[src/rtl/key_matrix_scan_if.sv]
// Keypad matrix signals plus the producer side of the display key bus.
// master = scanner (drives rows and key bus), slave = keypad/display side.
interface key_matrix_scan_if;
   logic [3:0] row;
   logic [3:0] col;
   logic [3:0] key;
   logic       key_valid;
   logic       pressed;

   modport master (
      input  col,
      output row,
      output key,
      output key_valid,
      output pressed
   );

   modport slave (
      output col,
      input  row,
      input  key,
      input  key_valid,
      input  pressed
   );
endinterface

[src/rtl/key_matrix_scan.sv]
// 4x4 active-low keypad scanner with debounce; emits one single-cycle key code per press.
// '#' (code F) is indistinguishable from the idle bus value, so its press is tracked but never emitted.
module key_matrix_scan #(
   parameter int unsigned ROW_TICKS      = 4,
   parameter int unsigned DEBOUNCE_TICKS = 20
) (
   input  logic              clk,
   input  logic              rst,
   key_matrix_scan_if.master bus
);
   localparam int SW = (ROW_TICKS > 1) ? $clog2(ROW_TICKS) : 1;
   localparam int DW = $clog2(DEBOUNCE_TICKS + 1);

   typedef enum logic [1:0] {SCAN, DEBOUNCE, EMIT, RELEASE} state_t;

   state_t          state_q, state_d;
   logic [3:0]      cs1_q, cs1_d;
   logic [3:0]      cs_q, cs_d;
   logic [SW-1:0]   slot_q, slot_d;
   logic [1:0]      ridx_q, ridx_d;
   logic [1:0]      cidx_q, cidx_d;
   logic [3:0]      lcol_q, lcol_d;
   logic [DW-1:0]   dcnt_q, dcnt_d;
   logic [3:0]      row_q, row_d;
   logic [3:0]      key_q, key_d;
   logic            key_valid_q, key_valid_d;
   logic            pressed_q, pressed_d;

   logic [3:0]      lo;
   logic            one_low;
   logic [1:0]      low_idx;
   logic [3:0]      emit_code;

   function automatic logic [3:0] code_at(input logic [1:0] r, input logic [1:0] c);
      logic [3:0] code;
      case ({r, c})
         4'h0: code = 4'h1;  4'h1: code = 4'h2;  4'h2: code = 4'h3;  4'h3: code = 4'hA;
         4'h4: code = 4'h4;  4'h5: code = 4'h5;  4'h6: code = 4'h6;  4'h7: code = 4'hB;
         4'h8: code = 4'h7;  4'h9: code = 4'h8;  4'hA: code = 4'h9;  4'hB: code = 4'hC;
         4'hC: code = 4'hE;  4'hD: code = 4'h0;  4'hE: code = 4'hF;  default: code = 4'hD;
      endcase
      return code;
   endfunction

   // Exactly one column low is a clean single press; several low is a chord/ghost.
   always_comb begin
      lo      = ~cs_q;
      one_low = (lo != 4'b0000) && ((lo & (lo - 4'd1)) == 4'b0000);
      low_idx = 2'd0;
      for (int i = 0; i < 4; i++) begin
         if (lo[i]) low_idx = 2'(i);
      end
   end

   assign emit_code = code_at(ridx_q, cidx_q);

   always_comb begin
      state_d     = state_q;
      cs1_d       = bus.col;
      cs_d        = cs1_q;
      slot_d      = slot_q;
      ridx_d      = ridx_q;
      cidx_d      = cidx_q;
      lcol_d      = lcol_q;
      dcnt_d      = dcnt_q;
      key_d       = 4'hF;
      key_valid_d = 1'b0;
      pressed_d   = pressed_q;

      case (state_q)
         SCAN: begin
            if (slot_q == SW'(ROW_TICKS - 1)) begin
               slot_d = '0;
               if (one_low) begin
                  state_d = DEBOUNCE;
                  lcol_d  = cs_q;
                  cidx_d  = low_idx;
                  dcnt_d  = '0;
               end else begin
                  ridx_d = ridx_q + 2'd1;
               end
            end else begin
               slot_d = slot_q + SW'(1);
            end
         end
         DEBOUNCE: begin
            if (cs_q == lcol_q) begin
               if (dcnt_q == DW'(DEBOUNCE_TICKS - 1)) begin
                  // Outputs are loaded on entry so they are visible during the EMIT cycle.
                  state_d     = EMIT;
                  dcnt_d      = '0;
                  pressed_d   = 1'b1;
                  key_valid_d = (emit_code != 4'hF);
                  key_d       = emit_code;
               end else if (dcnt_q < DW'(DEBOUNCE_TICKS)) begin
                  dcnt_d = dcnt_q + DW'(1);
               end
            end else begin
               state_d = SCAN;
               dcnt_d  = '0;
               slot_d  = '0;
               ridx_d  = ridx_q + 2'd1;
            end
         end
         EMIT: begin
            state_d = RELEASE;
            dcnt_d  = '0;
         end
         default: begin
            if (cs_q == 4'hF) begin
               if (dcnt_q == DW'(DEBOUNCE_TICKS - 1)) begin
                  state_d   = SCAN;
                  pressed_d = 1'b0;
                  dcnt_d    = '0;
                  slot_d    = '0;
                  ridx_d    = ridx_q + 2'd1;
               end else if (dcnt_q < DW'(DEBOUNCE_TICKS)) begin
                  dcnt_d = dcnt_q + DW'(1);
               end
            end else begin
               dcnt_d = '0;
            end
         end
      endcase

      row_d = ~(4'b0001 << ridx_d);
   end

   always_ff @(posedge clk or posedge rst) begin
      if (rst) begin
         state_q     <= SCAN;
         cs1_q       <= 4'hF;
         cs_q        <= 4'hF;
         slot_q      <= '0;
         ridx_q      <= 2'd0;
         cidx_q      <= 2'd0;
         lcol_q      <= 4'hF;
         dcnt_q      <= '0;
         row_q       <= 4'b1110;
         key_q       <= 4'hF;
         key_valid_q <= 1'b0;
         pressed_q   <= 1'b0;
      end else begin
         state_q     <= state_d;
         cs1_q       <= cs1_d;
         cs_q        <= cs_d;
         slot_q      <= slot_d;
         ridx_q      <= ridx_d;
         cidx_q      <= cidx_d;
         lcol_q      <= lcol_d;
         dcnt_q      <= dcnt_d;
         row_q       <= row_d;
         key_q       <= key_d;
         key_valid_q <= key_valid_d;
         pressed_q   <= pressed_d;
      end
   end

   assign bus.row       = row_q;
   assign bus.key       = key_q;
   assign bus.key_valid = key_valid_q;
   assign bus.pressed   = pressed_q;
endmodule

[src/flat_wrapper.sv]
// flat-port wrapper written by rule: the top's interface ports become plain ports
module key_matrix_scan_flat 
#(
   parameter int unsigned ROW_TICKS      = 4,
   parameter int unsigned DEBOUNCE_TICKS = 20
)
  (clk, rst, bus_col, bus_row, bus_key, bus_key_valid, bus_pressed);
  key_matrix_scan_if bus_i ();
  input  logic clk;
  input  logic rst;
  input wire logic [$bits(bus_i.col)-1:0] bus_col;
  output wire logic [$bits(bus_i.row)-1:0] bus_row;
  output wire logic [$bits(bus_i.key)-1:0] bus_key;
  output wire logic [$bits(bus_i.key_valid)-1:0] bus_key_valid;
  output wire logic [$bits(bus_i.pressed)-1:0] bus_pressed;
  assign bus_i.col = bus_col;
  assign bus_row = bus_i.row;
  assign bus_key = bus_i.key;
  assign bus_key_valid = bus_i.key_valid;
  assign bus_pressed = bus_i.pressed;
  key_matrix_scan #(.ROW_TICKS(ROW_TICKS), .DEBOUNCE_TICKS(DEBOUNCE_TICKS)) u_core (.clk(clk), .rst(rst), .bus(bus_i));
endmodule
[config.mk]
export PLATFORM = sky130hd
export DESIGN_NAME = key_matrix_scan_flat
export DESIGN_NICKNAME = d
export VERILOG_FILES = /design/src/rtl/key_matrix_scan_if.sv /design/src/rtl/key_matrix_scan.sv /design/src/flat_wrapper.sv
export SDC_FILE = /design/constraint.sdc
export NUM_CORES = 1
export LEC_CHECK = 0
export CAP_MARGIN = 0
export CORE_MARGIN = 2
export CORE_UTILIZATION = 45
export CTS_CLUSTER_SIZE = 10
export DETAILED_ROUTE_END_ITERATION = 8
export PLACE_DENSITY_LB_ADDON = 0.2
export SYNTH_ARGS = -nofsm -noshare
export SYNTH_HDL_FRONTEND = slang
export SYNTH_SLANG_ARGS = --single-unit
[constraint.sdc]
create_clock -name clk -period 2.3 [get_ports clk]
set_input_delay 0.46 -clock clk [delete_from_list [all_inputs] [get_ports clk]]
set_output_delay 0.46 -clock clk [all_outputs]
set_load 0.1 [all_outputs]
## Word-level counts from Yosys, hierarchy flattened

Memory sizes are Yosys's and may differ from the RTL's.
Cells that the tools add are included.

- Memories kept: 1
- Memory bits (read-only): 64
- Logic and storage cells: 88
- Input port bits: 6
- Register bits after elaboration: 35

- Bitwise logic cells: 5
- Eq/ne operators: 12
- Order comparisons: 1
- Add/sub/neg operators: 4
- Reduce and logical (&&, ||, !) cells: 15
- Shifts and indexed selects: 1
- Multiplexer cells: 37

Memories:

| memory | words | width | read ports | clocked after memory_dff | wr ports | line | text |
|---|---|---|---|---|---|---|---|
| (name not given) | 16 | 4 | 1 | 0 | 0 | key_matrix_scan.sv:36 | `case ({r, c})` |

Operators with widths:

| kind | count |
|---|---|
| $mux W2 | 15 |
| $mux W5 | 6 |
| $pmux W2 S3 | 3 |
| $pmux W5 S3 | 1 |
| $mux W4 | 3 |
| $reduce_bool A4 Y1 | 3 |
| $mux W1 | 8 |
| $not A4 Y4 | 2 |
| $reduce_and A4 Y1 | 2 |
| $ne A2 B1 Y1 const B | 3 |
| $reduce_bool A3 Y1 | 2 |
| $add A5 B1 Y5 const B | 1 |
| $eq A5 B5 Y1 const B | 1 |
| $lt A5 B5 Y1 const B | 1 |
| $reduce_and A5 Y1 | 1 |
| $add A2 B1 Y2 const B | 2 |
| $and A4 B4 Y4 | 1 |
| $eq A2 B2 Y1 const B | 2 |
| $eq A4 B4 Y1 | 1 |
| $eq A4 B4 Y1 const B | 1 |
| $logic_not A4 Y1 | 1 |
| $ne A4 B4 Y1 const B | 1 |
| $shl A1 B2 Y4 const A | 1 |
| $sub A4 B1 Y4 const B | 1 |
| 11 further kinds | 12 |

## Logic depth before layout (Yosys ltp)

- Depth after elaboration: 10
- Gate-level depth with buffers: 7

## Least setup slack after synthesis

OpenSTA, ideal clock, no wires.

- Kind: flip-flop to flip-flop
- Start: reg u_core.cs_q[3]
- End: reg u_core.ridx_q[0]
- Clock period less this slack: 1680 ps
- Slack: 620 ps
- Arrival: 1563 ps
- Data required time: 2183 ps
- Stages on the path, launching flop included: 7
- Cell sequence: dfstp_2 > buf_6 > xnor2_2 > nand4_2 > o2bb2ai_2 > or3_4 > and2_4

- Cells in the longest elaborated chain, start to end: 8
- Elaborated cells between the ends (all ways): 13
- Those cells by class: add/sub (1); eq/ne (2); mux (5); bitwise (2); reduce/logical (3)

RTL lines:

| element | line | text |
|---|---|---|
| start: declaration | key_matrix_scan.sv:18 | `logic [3:0] cs_q, cs_d;` |
| start signal: assignment | key_matrix_scan.sv:146 | `cs_q <= cs_d;` |
| $not A4 Y4 | key_matrix_scan.sv:47 | `lo = ~cs_q;` |
| $sub A4 B1 Y4 | key_matrix_scan.sv:48 | `one_low = (lo != 4'b0000) && ((lo & (lo - 4'd1)) == 4'b0000);` |
| $and A4 B4 Y4 | key_matrix_scan.sv:48 |  |
| $logic_not A4 Y1 | key_matrix_scan.sv:48 |  |
| $logic_and A1 B1 Y1 | key_matrix_scan.sv:48 |  |
| $mux W2 | key_matrix_scan.sv:74 | `if (one_low) begin` |
| $mux W2 | key_matrix_scan.sv:72 | `if (slot_q == SW'(ROW_TICKS - 1)) begin` |
| $pmux W2 S3 (*) | key_matrix_scan.sv:70 | `case (state_q)` |
| net u_core.ridx_d[0] | key_matrix_scan.sv:20 | `logic [1:0] ridx_q, ridx_d;` |
| end signal: assignment | key_matrix_scan.sv:148 | `ridx_q <= ridx_d;` |
| end: declaration | key_matrix_scan.sv:20 |  |

The timed path passes the listed nets; every way through them passes the cells marked *.
A chain may end at the register's enable or synchronous reset.

## Worst setup path after layout

- Start: reg u_core.cs_q[2]
- End: reg u_core.dcnt_q[2]

- Cells in the longest elaborated chain, start to end: 7
- Elaborated cells between the ends (all ways): 13
- Those cells by class: add/sub (1); eq/ne (3); mux (3); bitwise (2); reduce/logical (4)

RTL lines:

| element | line | text |
|---|---|---|
| $not A4 Y4 | key_matrix_scan.sv:47 |  |
| $sub A4 B1 Y4 | key_matrix_scan.sv:48 |  |
| $and A4 B4 Y4 | key_matrix_scan.sv:48 |  |
| $logic_not A4 Y1 | key_matrix_scan.sv:48 |  |
| $logic_and A1 B1 Y1 | key_matrix_scan.sv:48 |  |
| $ne A2 B1 Y1 (no source line) | - |  |
| $reduce_and A2 Y1 (no source line) | - |  |
| end signal: assignment | key_matrix_scan.sv:151 | `dcnt_q <= dcnt_d;` |
| end: declaration | key_matrix_scan.sv:23 | `logic [DW-1:0] dcnt_q, dcnt_d;` |

Parallel ways exist; a longest one is shown, timed or not.

==> flow_metrics.tcl <==
set metrics [dict create \
    outcome "finished clean" \
    synth.most_common_cell "dfstp_2" \
    io_buffers 15 \
    worstMarginPinSlew_ps 494 \
    tns_ps 0 \
    htreeDepth 2 \
    pwr-share-clk 0.193 \
    hold_buffers 0 \
    post_cts_resized 0 \
    wl_mm 2.92 \
    core-area_um2 3660 \
    die_area_um2 4300 \
    maxCapViolations 0 \
    rsz0062_at_grt "no" \
    syn_to_final_growth_pct 14.6 \
    synth_largest_area_cell "dfstp_2" \
    grt_pass1_vias 1176 \
    synth_edf_count 0 \
    fin_crit_sh 0.764 \
    gp_congestion 0.863 \
    fmax_ghz 0.569 \
    crit_path_end_kind "flip-flop" \
    path_max_fanout 7 \
    overflow 0 \
    cts_sinks 35 \
    critPathLaunchType "flip-flop" \
    ios 16 \
    maxSlewHeadroom 0.671 \
    num_vias 1177 \
    synth.top_cell.area_share 0.293 \
    wire_per_inst_um 13.1 \
    required_ps 2510 \
    via_per_inst 5.28 \
    synth_area_leaders "dfstp_2 29%, dfrtp_1 23%, ha_1 4.4%, nand2_1 3.5%, nor2_1 3.5%" \
    drtAntennaViolNets 0 \
    fp.dieH_um 65.6 \
    clock_skew_ps 5.64 \
    start_util 0.466 \
    firstDrtPassIters 4 \
    std_cell_rows 22 \
    synth_nets 168 \
    slew_viol_final 0 \
    finalCriticalPeriod_ps 1760 \
    insertedDiodeCount 0 \
    yosysUniqueCellTypes 42 \
    root_buffer "clkbuf_8" \
    yosys-top-cells-count "19 x dfstp_2, 16 x dfrtp_1, 16 x nand2_1, 16 x nor2_1, 10 x inv_1" \
    swShare 0.398 \
    cts_tree "built" \
    clk_pin_slew_ps 60 \
    total_power_mw 2.34 \
    synth-warning-count 0 \
    avgSynthCellArea_um2 10.9 \
    yosysSeqAreaShare 0.527 \
    ir_drop_mv 0.439 \
    nets 186 \
    cp_data_arrival_time_ps 1960 \
    numCtsBuffers 5 \
    async_reset_ff_frac 1.00 \
    drt_iter0_drc 67 \
    setup_viol 0 \
    drc_errors 0 \
    track_usage 0.166 \
    hold_class "reg2reg" \
    post_cts_buffers 0 \
    switching_power_uw 930 \
    cts_max_path_buffers 2 \
    antenna_found_initial 0 \
    grt_first_pass_wirelength_mm 5.34 \
    drive_above_1_share 0.280 \
    netlist_instances 156 \
    netlist_area_um2 1710 \
    path_class "reg2reg" \
    die_w_um 65.6 \
    hpwl_mm 2.09 \
    synth_flop_cell "dfstp_2" \
    grt_max_degree 36 \
    finalHoldViolCount 0 \
    ys_ff_latch 35 \
    p_leak_nw 0.832 \
    insertion_delay_ps 280 \
    power_frac_comb 0.391 \
    pwr_density_cell_nw_per_um2 1200 \
    power_frac_seq 0.416 \
    p_int_mw 1.41 \
]
==> cells by family after synthesis <==
kind of cell,Yosys count,synth area share
buf+inv,15,0.0425
compound gates,36,0.150
flops,35,0.527
fa+ha+maj,6,0.0440
xor+xnor,7,0.0403
mux,8,0.0491
simple gates,49,0.147
==> state kept, by name, summed over array words and instances (netlist names) <==
| signal | count |
|---|---|
| u_core.state_q | 2 |
| u_core.cidx_q | 2 |
| u_core.cs_q | 4 |
| u_core.slot_q | 2 |
| u_core.bus.key | 4 |
| u_core.dcnt_q | 5 |
| u_core.bus.pressed | 1 |
| u_core.lcol_q | 4 |
| u_core.bus.row | 4 |
| u_core.bus.key_valid | 1 |
| u_core.ridx_q | 2 |
| u_core.cs1_q | 4 |
==> through the flow <==
stage	hold WS (ps)	utilization	cell area, um2	cells	setup WS (ps)
after floorplan	345	-	1710	156	620
after global placement	346	0.509	1860	215	581
after detailed placement	347	0.509	1860	215	550
after CTS	357	0.534	1960	223	536
after global routing	360	0.534	1960	223	338
final	355	0.534	1960	223	543
==> placed cells by master (no fill, tap or decap), types with 2 or more instances in the layout <==
| cell | Yosys | final |
|---|---|---|
| a21oi_1 | 8 | 8 |
| dfrtp_1 | 16 | 16 |
| xnor2_1 | 5 | 5 |
| dfstp_2 | 19 | 19 |
| buf_4 | 0 | 11 |
| a31oi_1 | 2 | 2 |
| mux2_2 | 3 | 3 |
| clkdlybuf4s50_1 | 0 | 5 |
| clkbuf_8 | 0 | 6 |
| ha_1 | 6 | 6 |
| nand2b_1 | 2 | 2 |
| inv_1 | 10 | 10 |
| nand3_1 | 3 | 3 |
| a2bb2oi_1 | 3 | 3 |
| o211ai_1 | 2 | 2 |
| nor3_1 | 3 | 3 |
| a22o_1 | 2 | 2 |
| nor2_1 | 16 | 16 |
| nand4b_1 | 3 | 3 |
| o21ai_0 | 7 | 7 |
| mux2i_1 | 5 | 5 |
| nand2_1 | 16 | 16 |
==> critical path, stage by stage, from the launching register on <==
cell and delay, ps:
dfstp_2 590, xnor2_1 150, nand4_2 210, mux2i_1 380, o211ai_1 180, a21oi_1 170
==> metal layers <==
layer  global-route usage  vias up  routed length (um)
met4               0.0703        0                  47
met2                0.284       30                1480
li1                     -      584                   -
met3               0.0462        5                 144
met5                    0        -                   0
met1                0.194      558                1250
==> power groups by stage <==
stage,Sequential (mW),Combinational [mW],Clock (mW)
global placement,0.971,0.883,0
floorplan,1.11,0.609,0
CTS,0.972,0.924,0.471
detailed placement,0.982,0.921,0
finish,0.973,0.914,0.450
global route,1.00,1.02,0.499
==> path summary, 6_finish.rpt <==
| path | cells after the start | end | startpoint | slack [ps] |
|---|---|---|---|---|
| setup / recovery | 5 | u_core.dcnt_q[2] | u_core.cs_q[2] | 540 |
| hold / removal | 0 | u_core.cs_q[2] | u_core.cs1_q[2] | 360 |
| setup reg to reg | 5 | u_core.dcnt_q[2] | u_core.cs_q[2] | 540 |
| hold reg to reg | 0 | u_core.cs_q[2] | u_core.cs1_q[2] | 360 |
| max in group asynchronous | 3 | u_core.lcol_q[3] | rst | 1400 |
| min in group asynchronous | 3 | u_core.bus.pressed | rst | 560 |
==> cell type report <==
type	instances	area, um2
clock buffer	7	86.3
clock inverter	1	5.00
fill	348	1710
inverter	10	37.5
multi-input combinational	106	734
sequential	35	900
tap	48	60.1
timing repair buffer	16	133
(Power assumes the default switching activity.)
